$ cat src/rtl/mmm_pkg.sv
// Shared fetch/i-cache types and geometry for the instruction-side memory path.
package mmm_pkg;

  localparam int unsigned XLEN            = 32;
  localparam int unsigned ICACHE_OFFSET   = 4;
  localparam int unsigned ICACHE_LINE_LEN = 8 * (1 << ICACHE_OFFSET);
  localparam int unsigned ICACHE_SETS     = 16;

  typedef struct packed {
    logic [XLEN-1:0]            pc;
    logic [ICACHE_LINE_LEN-1:0] line;
  } icache_out_t;

  typedef enum logic [1:0] {
    IDLE,
    LOOKUP,
    MISS_REQ,
    MISS_WAIT
  } icache_ctrl_state_t;

  // Clear the byte-offset bits so the address names the start of its line.
  function automatic logic [XLEN-1:0] line_align(input logic [XLEN-1:0] addr);
    line_align = {addr[XLEN-1:ICACHE_OFFSET], {ICACHE_OFFSET{1'b0}}};
  endfunction

endpackage

$ cat src/rtl/icache_array.sv
// Direct-mapped i-cache storage: valid bits (reset), tag and data arrays (not reset).
import mmm_pkg::*;

module icache_array #(
  parameter int unsigned NUM_SETS = ICACHE_SETS,
  parameter int unsigned IDX_W    = $clog2(NUM_SETS),
  parameter int unsigned TAG_W    = XLEN - ICACHE_OFFSET - IDX_W
) (
  input  logic                       clk_i,
  input  logic                       rst_i,
  input  logic [IDX_W-1:0]           rd_idx,
  output logic                       rd_valid,
  output logic [TAG_W-1:0]           rd_tag,
  output logic [ICACHE_LINE_LEN-1:0] rd_line,
  input  logic                       we,
  input  logic [IDX_W-1:0]           wr_idx,
  input  logic [TAG_W-1:0]           wr_tag,
  input  logic [ICACHE_LINE_LEN-1:0] wr_line,
  input  logic                       invalidate_all
);

  logic [NUM_SETS-1:0]        valid_q;
  logic [TAG_W-1:0]           tag_q  [NUM_SETS];
  logic [ICACHE_LINE_LEN-1:0] data_q [NUM_SETS];

  // Valid bits: a global invalidate takes priority over a same-cycle refill.
  always_ff @(posedge clk_i or posedge rst_i) begin
    if (rst_i) begin
      valid_q <= '0;
    end else if (invalidate_all) begin
      valid_q <= '0;
    end else if (we) begin
      valid_q[wr_idx] <= 1'b1;
    end
  end

  // Tag and line storage, written on refill only.
  always_ff @(posedge clk_i) begin
    if (we) begin
      tag_q[wr_idx]  <= wr_tag;
      data_q[wr_idx] <= wr_line;
    end
  end

  // Combinational read port.
  always_comb begin
    rd_valid = valid_q[rd_idx];
    rd_tag   = tag_q[rd_idx];
    rd_line  = data_q[rd_idx];
  end

endmodule

$ cat src/rtl/icache_ctrl.sv
// Blocking direct-mapped i-cache controller answering fetch line reads and
// refilling misses through a valid/ready memory request channel.
import mmm_pkg::*;

module icache_ctrl #(
  parameter int unsigned NUM_SETS = ICACHE_SETS
) (
  input  logic                       clk_i,
  input  logic                       rst_i,
  input  logic                       flush_i,
  input  logic                       invalidate_i,
  input  logic                       read_req_i,
  input  logic [XLEN-1:0]            pc_i,
  output logic                       read_done_o,
  output icache_out_t                cache_out_o,
  output logic                       mem_req_valid_o,
  input  logic                       mem_req_ready_i,
  output logic [XLEN-1:0]            mem_req_addr_o,
  input  logic                       mem_resp_valid_i,
  input  logic [ICACHE_LINE_LEN-1:0] mem_resp_data_i
);

  localparam int unsigned IDX_W = $clog2(NUM_SETS);
  localparam int unsigned TAG_W = XLEN - ICACHE_OFFSET - IDX_W;

  icache_ctrl_state_t         state_q;
  logic                       abort_q;
  logic [XLEN-1:0]            addr_q;

  logic [IDX_W-1:0]           idx;
  logic [TAG_W-1:0]           tag;
  logic                       rd_valid;
  logic [TAG_W-1:0]           rd_tag;
  logic [ICACHE_LINE_LEN-1:0] rd_line;
  logic                       hit;
  logic                       refill_we;

  // Lookup/refill address fields and hit/write decode from the latched request.
  always_comb begin
    idx       = addr_q[ICACHE_OFFSET +: IDX_W];
    tag       = addr_q[XLEN-1 -: TAG_W];
    hit       = rd_valid && (rd_tag == tag);
    refill_we = (state_q == MISS_WAIT) && mem_resp_valid_i;
  end

  icache_array #(
    .NUM_SETS (NUM_SETS),
    .IDX_W    (IDX_W),
    .TAG_W    (TAG_W)
  ) u_array (
    .clk_i          (clk_i),
    .rst_i          (rst_i),
    .rd_idx         (idx),
    .rd_valid       (rd_valid),
    .rd_tag         (rd_tag),
    .rd_line        (rd_line),
    .we             (refill_we),
    .wr_idx         (idx),
    .wr_tag         (tag),
    .wr_line        (mem_resp_data_i),
    .invalidate_all (invalidate_i)
  );

  // Request FSM with registered responses. A flush during a refill only
  // marks the request aborted: the memory handshake and array write still
  // complete so the memory side never sees a dropped request.
  always_ff @(posedge clk_i or posedge rst_i) begin
    if (rst_i) begin
      state_q         <= IDLE;
      abort_q         <= 1'b0;
      addr_q          <= '0;
      read_done_o     <= 1'b0;
      cache_out_o     <= '0;
      mem_req_valid_o <= 1'b0;
      mem_req_addr_o  <= '0;
    end else begin
      read_done_o <= 1'b0;
      unique case (state_q)
        IDLE: begin
          if (read_req_i && !flush_i && !read_done_o) begin
            addr_q  <= pc_i;
            state_q <= LOOKUP;
          end
        end
        LOOKUP: begin
          if (flush_i) begin
            state_q <= IDLE;
          end else if (hit) begin
            read_done_o      <= 1'b1;
            cache_out_o.pc   <= addr_q;
            cache_out_o.line <= rd_line;
            state_q          <= IDLE;
          end else begin
            mem_req_valid_o <= 1'b1;
            mem_req_addr_o  <= line_align(addr_q);
            state_q         <= MISS_REQ;
          end
        end
        MISS_REQ: begin
          if (flush_i) begin
            abort_q <= 1'b1;
          end
          if (mem_req_ready_i) begin
            mem_req_valid_o <= 1'b0;
            state_q         <= MISS_WAIT;
          end
        end
        MISS_WAIT: begin
          if (mem_resp_valid_i) begin
            if (!abort_q && !flush_i) begin
              read_done_o      <= 1'b1;
              cache_out_o.pc   <= addr_q;
              cache_out_o.line <= mem_resp_data_i;
            end
            abort_q <= 1'b0;
            state_q <= IDLE;
          end else if (flush_i) begin
            abort_q <= 1'b1;
          end
        end
        default: state_q <= IDLE;
      endcase
    end
  end

endmodule
$ cat config.mk
export PLATFORM = sky130hd
export DESIGN_NAME = icache_ctrl
export DESIGN_NICKNAME = d
export VERILOG_FILES = /design/src/rtl/mmm_pkg.sv /design/src/rtl/icache_array.sv /design/src/rtl/icache_ctrl.sv
export SDC_FILE = /design/constraint.sdc
export NUM_CORES = 2
export LEC_CHECK = 0
export ABC_AREA = 1
export BUFFER_PORTS_ARGS = -buffer_cell sky130_fd_sc_hd__buf_2
export CAP_MARGIN = 20
export CORE_MARGIN = 1
export CORE_UTILIZATION = 25
export DETAILED_ROUTE_END_ITERATION = 8
export PLACE_DENSITY_LB_ADDON = 0.25
export SLEW_MARGIN = 10
export SYNTH_ARGS = -nofsm -noshare
export SYNTH_HDL_FRONTEND = slang
export SYNTH_HIERARCHICAL = 1
export SYNTH_SLANG_ARGS = --single-unit
$ cat constraint.sdc
create_clock -name clk_i -period 11.5 [get_ports clk_i]
set_input_delay 0.575 -clock clk_i [delete_from_list [all_inputs] [get_ports clk_i]]
set_output_delay 0.575 -clock clk_i [all_outputs]
set_load 0.02 [all_outputs]
-- Word level (Yosys, flattened, before mapping)
Memories as Yosys holds them, arrays and structs flattened.
Index checks and enable logic that the tools add are counted.
- bitwise logic cells: 3
- add/sub/neg operators: 0
- $lt $le $gt $ge: 2
- mux-type cells: 31
- reductions and logical operators: 19
- equality and inequality tests: 11
- shift-type cells: 0
- multipliers: 0
- divide/modulo/power cells: 0
- operators with widths (cell ; number):
    $mux 160 ; 4
    $pmux 160 s2 ; 1
    $mux 16 ; 2
    $eq 24x24->1 ; 1
    $or 16x16->16 ; 1
    $mux 1 ; 13
    $ne 2x2->1 const B ; 6
    $mux 2 ; 5
    $pmux 2 s4 ; 1
    $reduce_bool 2->1 ; 4
    $logic_and 1x1->1 ; 6
    $pmux 1 s2 ; 3
    $reduce_and 3->1 ; 2
    $lt 4x5->1 const B ; 1
    $reduce_and 5->1 ; 1
    $bmux 1 s4 ; 1
    $demux 1 s4 ; 1
    $eq 2x2->1 const B ; 2
    $ge 4x1->1 const B ; 1
    $reduce_and 4->1 ; 1
    $logic_not 1->1 ; 3
    $eq 2x1->1 const B ; 1
    $logic_not 2->1 ; 1
    $ne 2x1->1 const B ; 1
    other kinds (2) ; 3
- register bits: 241
- input port bits: 167
- memories: 2
- ROM bits: 0
- output and inout port bits: 194
- RAM bits: 2432
- latch bits: 0
- memories (name ; depth ; bits a word ; rd ports ; clocked after Yosys merged registers in ; wr ports ; RTL line ; RTL):
    u_array.data_q ; 16 ; 128 ; 1 ; 0 ; 1 ; icache_array.sv:24 ; logic [ICACHE_LINE_LEN-1:0] data_q [NUM_SETS];
    u_array.tag_q ; 16 ; 24 ; 1 ; 0 ; 1 ; icache_array.sv:23 ; logic [TAG_W-1:0] tag_q [NUM_SETS];

-- Depth between registers and ports, before layout
- word-level depth: 7
- gate-level depth with buffers: 24
- gate-level depth less buffers: 18

-- Modules after synthesis
The synthesis kept the hierarchy.
- modules (own cells, without submodules) (module ; cells an instance ; instances ; seq. area each (sq um) ; area each (sq um)):
    icache_array ; 9020 ; 1 ; 73430.4 ; 101277.1
    icache_ctrl ; 1210 ; 1 ; 5630.4 ; 11020.6

-- Worst setup path before layout
Ideal clock, no wire load.
- kind: input -> register
- from: input mem_resp_valid_i
- to: memory u_array/data_q[10][0] (netlist bit), enable pin
- path buffers: 0
- arrival time: 7555 ps
- path slack: 3278 ps
- cell stages on the path: 6
- cells stage by stage: inv_1 -> nor2_1 -> inv_1 -> nor3_1 -> inv_1 -> nor2_1
- longest elaborated chain between the ends: 3
- ends and longest elaborated chain (what ; RTL line ; RTL):
    start, declared ; icache_ctrl.sv:19 ; input logic mem_resp_valid_i,
    $logic_and 1x1->1 ; icache_ctrl.sv:43 ; refill_we = (state_q == MISS_WAIT) && mem_resp_valid_i;
    named net refill_we ; icache_ctrl.sv:36 ; logic refill_we;
    $mux 1 ; icache_array.sv:39 ; if (we) begin
    $mux 1 (not written as such) ; icache_array.sv:41 ; data_q[wr_idx] <= wr_line;
    end, declared ; icache_array.sv:24 ;
The timed path passes the listed nets, and every way through them passes these cells.

-- Worst setup path in the final report
- from: register addr_q[4]
- to: register cache_out_o[34] (netlist bit)
- longest elaborated chain between the ends: 5
- elaborated cells between the ends (all ways): 11
- classes of those cells: eq/ne: 2; mux: 5; reduce/logical: 2; memory: 2
- ends and longest elaborated chain (what ; RTL line ; RTL):
    start, declared ; icache_ctrl.sv:28 ; logic [XLEN-1:0] addr_q;
    start signal, assigned ; icache_ctrl.sv:81 ; addr_q <= pc_i;
    $mem_v2 16x24 ; -- ;
    named net rd_tag[13] ; icache_ctrl.sv:33 ; logic [TAG_W-1:0] rd_tag;
    $eq 24x24->1 ; icache_ctrl.sv:42 ; hit = rd_valid && (rd_tag == tag);
    $logic_and 1x1->1 ; icache_ctrl.sv:42 ;
    $ne 2x2->1 (no source line) ; -- ;
    $reduce_and 5->1 (no source line) ; -- ;
    end, declared ; icache_ctrl.sv:15 ; output icache_out_t cache_out_o,
The timed path passes the listed nets, and every way through them passes these cells. The select of a mux whose other input is x is not followed.
A chain may end at the register's enable or synchronous reset.

==> flow_metrics.py <==
metrics = {
    "pwr": {
        "power.static_leakage_uw": 0.0512,
        "switching_power_uw": 12300,
        "p_sw_share_pct": 38.2,
        "p_int_uw": 20000,
        "combPwrFrac_pct": 33.8,
        "sequentialPowerShare_pct": 37.2,
        "clock_power_share_pct": 29.0,
        "irDropWorstVdd_mv": 0.242,
        "p_total_uw": 32300,
        "p_per_area_nw_per_um2": 249,
    },
    "routing": {
        "met2_length_mm": 175,
        "drt_iter0_markers": 5414,
        "dr_total_vias": 73732,
        "highest_layer": "met5",
        "via_per_inst": 4.42,
        "routed-wl-met3_mm": 17.5,
        "firstDrtPassIters": 6,
        "wl_met1_mm": 156,
        "drt-total-wl_mm": 358,
        "ant_nets": 0,
        "wl_per_cell_um": 21.4,
        "drcViolationCount": 0,
    },
    "global_route": {
        "antenna_found_initial": 80,
        "grt_pass1_vias": 71677,
        "grt_pass1_wl_mm": 518,
        "grt_usage_pct": 15.4,
        "grt_max_degree": 190,
        "grt-ovfl-total": 0,
    },
    "timing": {
        "finalCritPeriodShare_pct": 56.5,
        "maxSlewHeadroom_pct": 25.5,
        "worst_pin_slew_ps": 1120,
        "setup_tns_ps": 0,
        "setup_violations": 0,
        "rsz0062_at_grt": "no",
        "fmax_mhz": 154,
        "fin_skew_ps": 65.7,
        "finalCriticalPeriod_ps": 6500,
        "report.final.slew_viol_count": 0,
        "hold_viol": 0,
    },
    "yosys": {
        "ys_seq_area_share_pct": 70.4,
        "syn-instance-count": 10230,
        "synth-main-ff-cell": "edfxtp_1",
        "synth-edff-count": 2432,
        "avgSynthCellArea_um2": 11.0,
        "ys_seq_elements": 2673,
        "synthArstFlopShare_pct": 9.02,
        "synth_top_area_share_pct": 65.0,
        "synth_area_leaders": "edfxtp_1 65%, nand2_1 12%, nand3_1 9.2%",
        "synth_common_cells": "3,698 x nand2_1, 2,432 x edfxtp_1, 2,063 x nand3_1, 892 x inv_1, 279 x buf_2",
        "yosysMostFrequentCell": "nand2_1",
        "synthesis.area_um2": 112000,
        "yosys.area.top_type": "edfxtp_1",
        "synth_cell_types": 30,
        "yosysWarningCount": 6,
    },
    "floorplanning": {
        "io_pins": 361,
        "coreArea_um2": 446000,
        "initial_core_util_pct": 25.2,
        "die_y_um": 672,
        "die_area_um2": 452000,
        "rows": 245,
        "die_w_um": 672,
    },
    "place": {
        "gp_congestion": 0.725,
        "port_buffers": 356,
        "placed_area_um2": 120000,
        "dp_hpwl_mm": 177,
        "dp.cells": 16047,
    },
    "final_layout": {
        "fin_cells": 16684,
        "utilization_pct": 29.1,
        "fin_nets": 10674,
        "drive_gt1_share_pct": 10.2,
        "regArea_um2": 79100,
        "area_delta_synth_final_pct": 15.8,
        "multiInputGateArea_um2": 26600,
        "fin_area_um2": 130000,
        "fillers": 46278,
    },
    "worst_setup_path": {
        "crit_path_end_kind": "flop",
        "cpLargestDelayFamily": "buffers and inverters",
        "cp_num_buf_inv": 5,
        "critPathRequiredTime_ps": 12320,
        "cpPeakStageDelay_ps": 910,
        "critPathKind": "flop to flop",
        "r2r_slack_ps": 5000,
        "worst_path_most_repeated_cell": "nand2_1",
        "startpoint_type": "flop",
        "slowest_stage": "dfrtp_4",
        "cp_data_arrival_time_ps": 7310,
        "path_cells": "buf_4 > buf_4 > nand2_1 > nand2_1 > nand2_1 > nand3_1 > nand3_1 > nand2_1 > inv_1 > nand2_1 > nand2_1 > nor2_1 > nand3_1 > nor2_1 > nand3_1 > nand2_8 > buf_4 > buf_4 > nand3_1 > nand2_1",
        "path_max_fanout": 77,
    },
    "clocking": {
        "ctsRootBufferMaster": "clkbuf_16",
        "h-tree-depth": 5,
        "tritoncts": "done",
        "numCtsBuffers": 293,
        "cts_resized": 0,
        "clockBufferDepth": 4,
        "insertion_delay_ps": 930,
        "clk_pin_slew_ps": 60,
        "clock-sinks": 2673,
    },
    "outcome": {
        "status": "finished clean",
    },
    "run": {
        "drv_cap": 0,
    },
    "min_path": {
        "hold_path.class": "input port to flop",
    },
}
==> stage by stage <==
step | hold WS (ps) | worst slack, ps
final | 78.3 | 5000
after detailed placement | 455 | 4980
after global routing | 38.2 | 4560
after floorplan | 463 | 3280
after CTS | 0.584 | 4910
after global placement | 452 | 5000
==> power by group through the flow <==
stage / Combinational (µW) / Sequential, µW / Clock, µW
CTS: 11100 / 12000 / 9620
global route: 12100 / 12100 / 9960
detailed placement: 11000 / 12200 / 0
floorplan: 7130 / 12400 / 0
global placement: 11100 / 12200 / 0
finish: 10900 / 12000 / 9380
==> path summary, 6_finish.rpt <==
path	from	to	cells after the start
hold / removal	mem_resp_data_i[124]	u_array/data_q[14][124]	1
min in group asynchronous	rst_i	u_array/valid_q[3]	3
setup / recovery	addr_q[4]	cache_out_o[34]	20
hold reg to reg	mem_req_addr_o[28]	mem_req_addr_o[28]	2
max in group asynchronous	rst_i	cache_out_o[38]	4
setup reg to reg	addr_q[4]	cache_out_o[34]	20
==> final cells by class <==
class / instances / share of cell area [%]
inverters: 901 / 2.70
repair buffers: 586 / 3.06
clock buffers: 408 / 6.34
well taps: 5928 / 5.70
clock inverters: 121 / 0.893
multi-input cells: 6052 / 20.5
flip-flops and latches: 2673 / 60.8
diodes: 15 / 0.0289
==> cell families (layout without fill, tap and decap cells) <==
family	count (synthesis)	count (layout)	share of synthesized area, %
muxes	141	141	1.41
other	1	19	0.00334
DFF	2673	2673	70.4
AOI/OAI and AO/OA	54	54	0.246
buffers and inverters	1508	2016	6.01
and+or+nand+nor	5848	5848	21.9
xor gates and xnor gates	5	5	0.0390
==> what timing repair did <==
item                                   4_1_cts  5_1_grt
setup buffers                                0        0
hold buffers                                91        0
setup endpoints to repair                    0        0
endpoints found under the hold margin      766        0
==> sequential cells by signal, indices dropped and copies added (netlist names), named ones only <==
name             count
abort_q              1
u_array/data_q    2048
u_array/tag_q      384
state_q              1
mem_req_addr_o      28
addr_q              32
cache_out_o        160
u_array/valid_q     16
read_done_o          1
mem_req_valid_o      1
==> routing by layer <==
metal	global-route usage (%)	up-vias
li1	-	34872
met2	26.6	1619
met4	3.65	50
met5	0	-
met3	2.42	539
met1	20.1	36652
==> cell usage in the layout, fill, tap and decap left out, types with 3 or more instances in the layout <==
cell type      count
buf_4            121
clkinv_8           5
dfrtp_1          237
clkinv_4           5
inv_8             14
clkinv_2          41
nand3_1         2063
dlygate4sd3_1     91
or2_2              7
nor2_4             7
buf_2            356
bufinv_16         17
nor2_1            66
inv_1            882
edfxtp_1        2432
a21oi_1           29
xnor2_1            4
inv_6              6
conb_1             4
buf_12            16
inv_2              5
clkinvlp_4         6
dfrtp_4            4
nand2_1         3694
clkinv_1          34
diode_2           15
inv_16             5
mux2_2           141
nand2_4            3
clkbuf_8          23
clkbuf_16        305
clkbuf_1          80
o21ai_0           22
No activity file was read; power rests on OpenSTA's default activity.
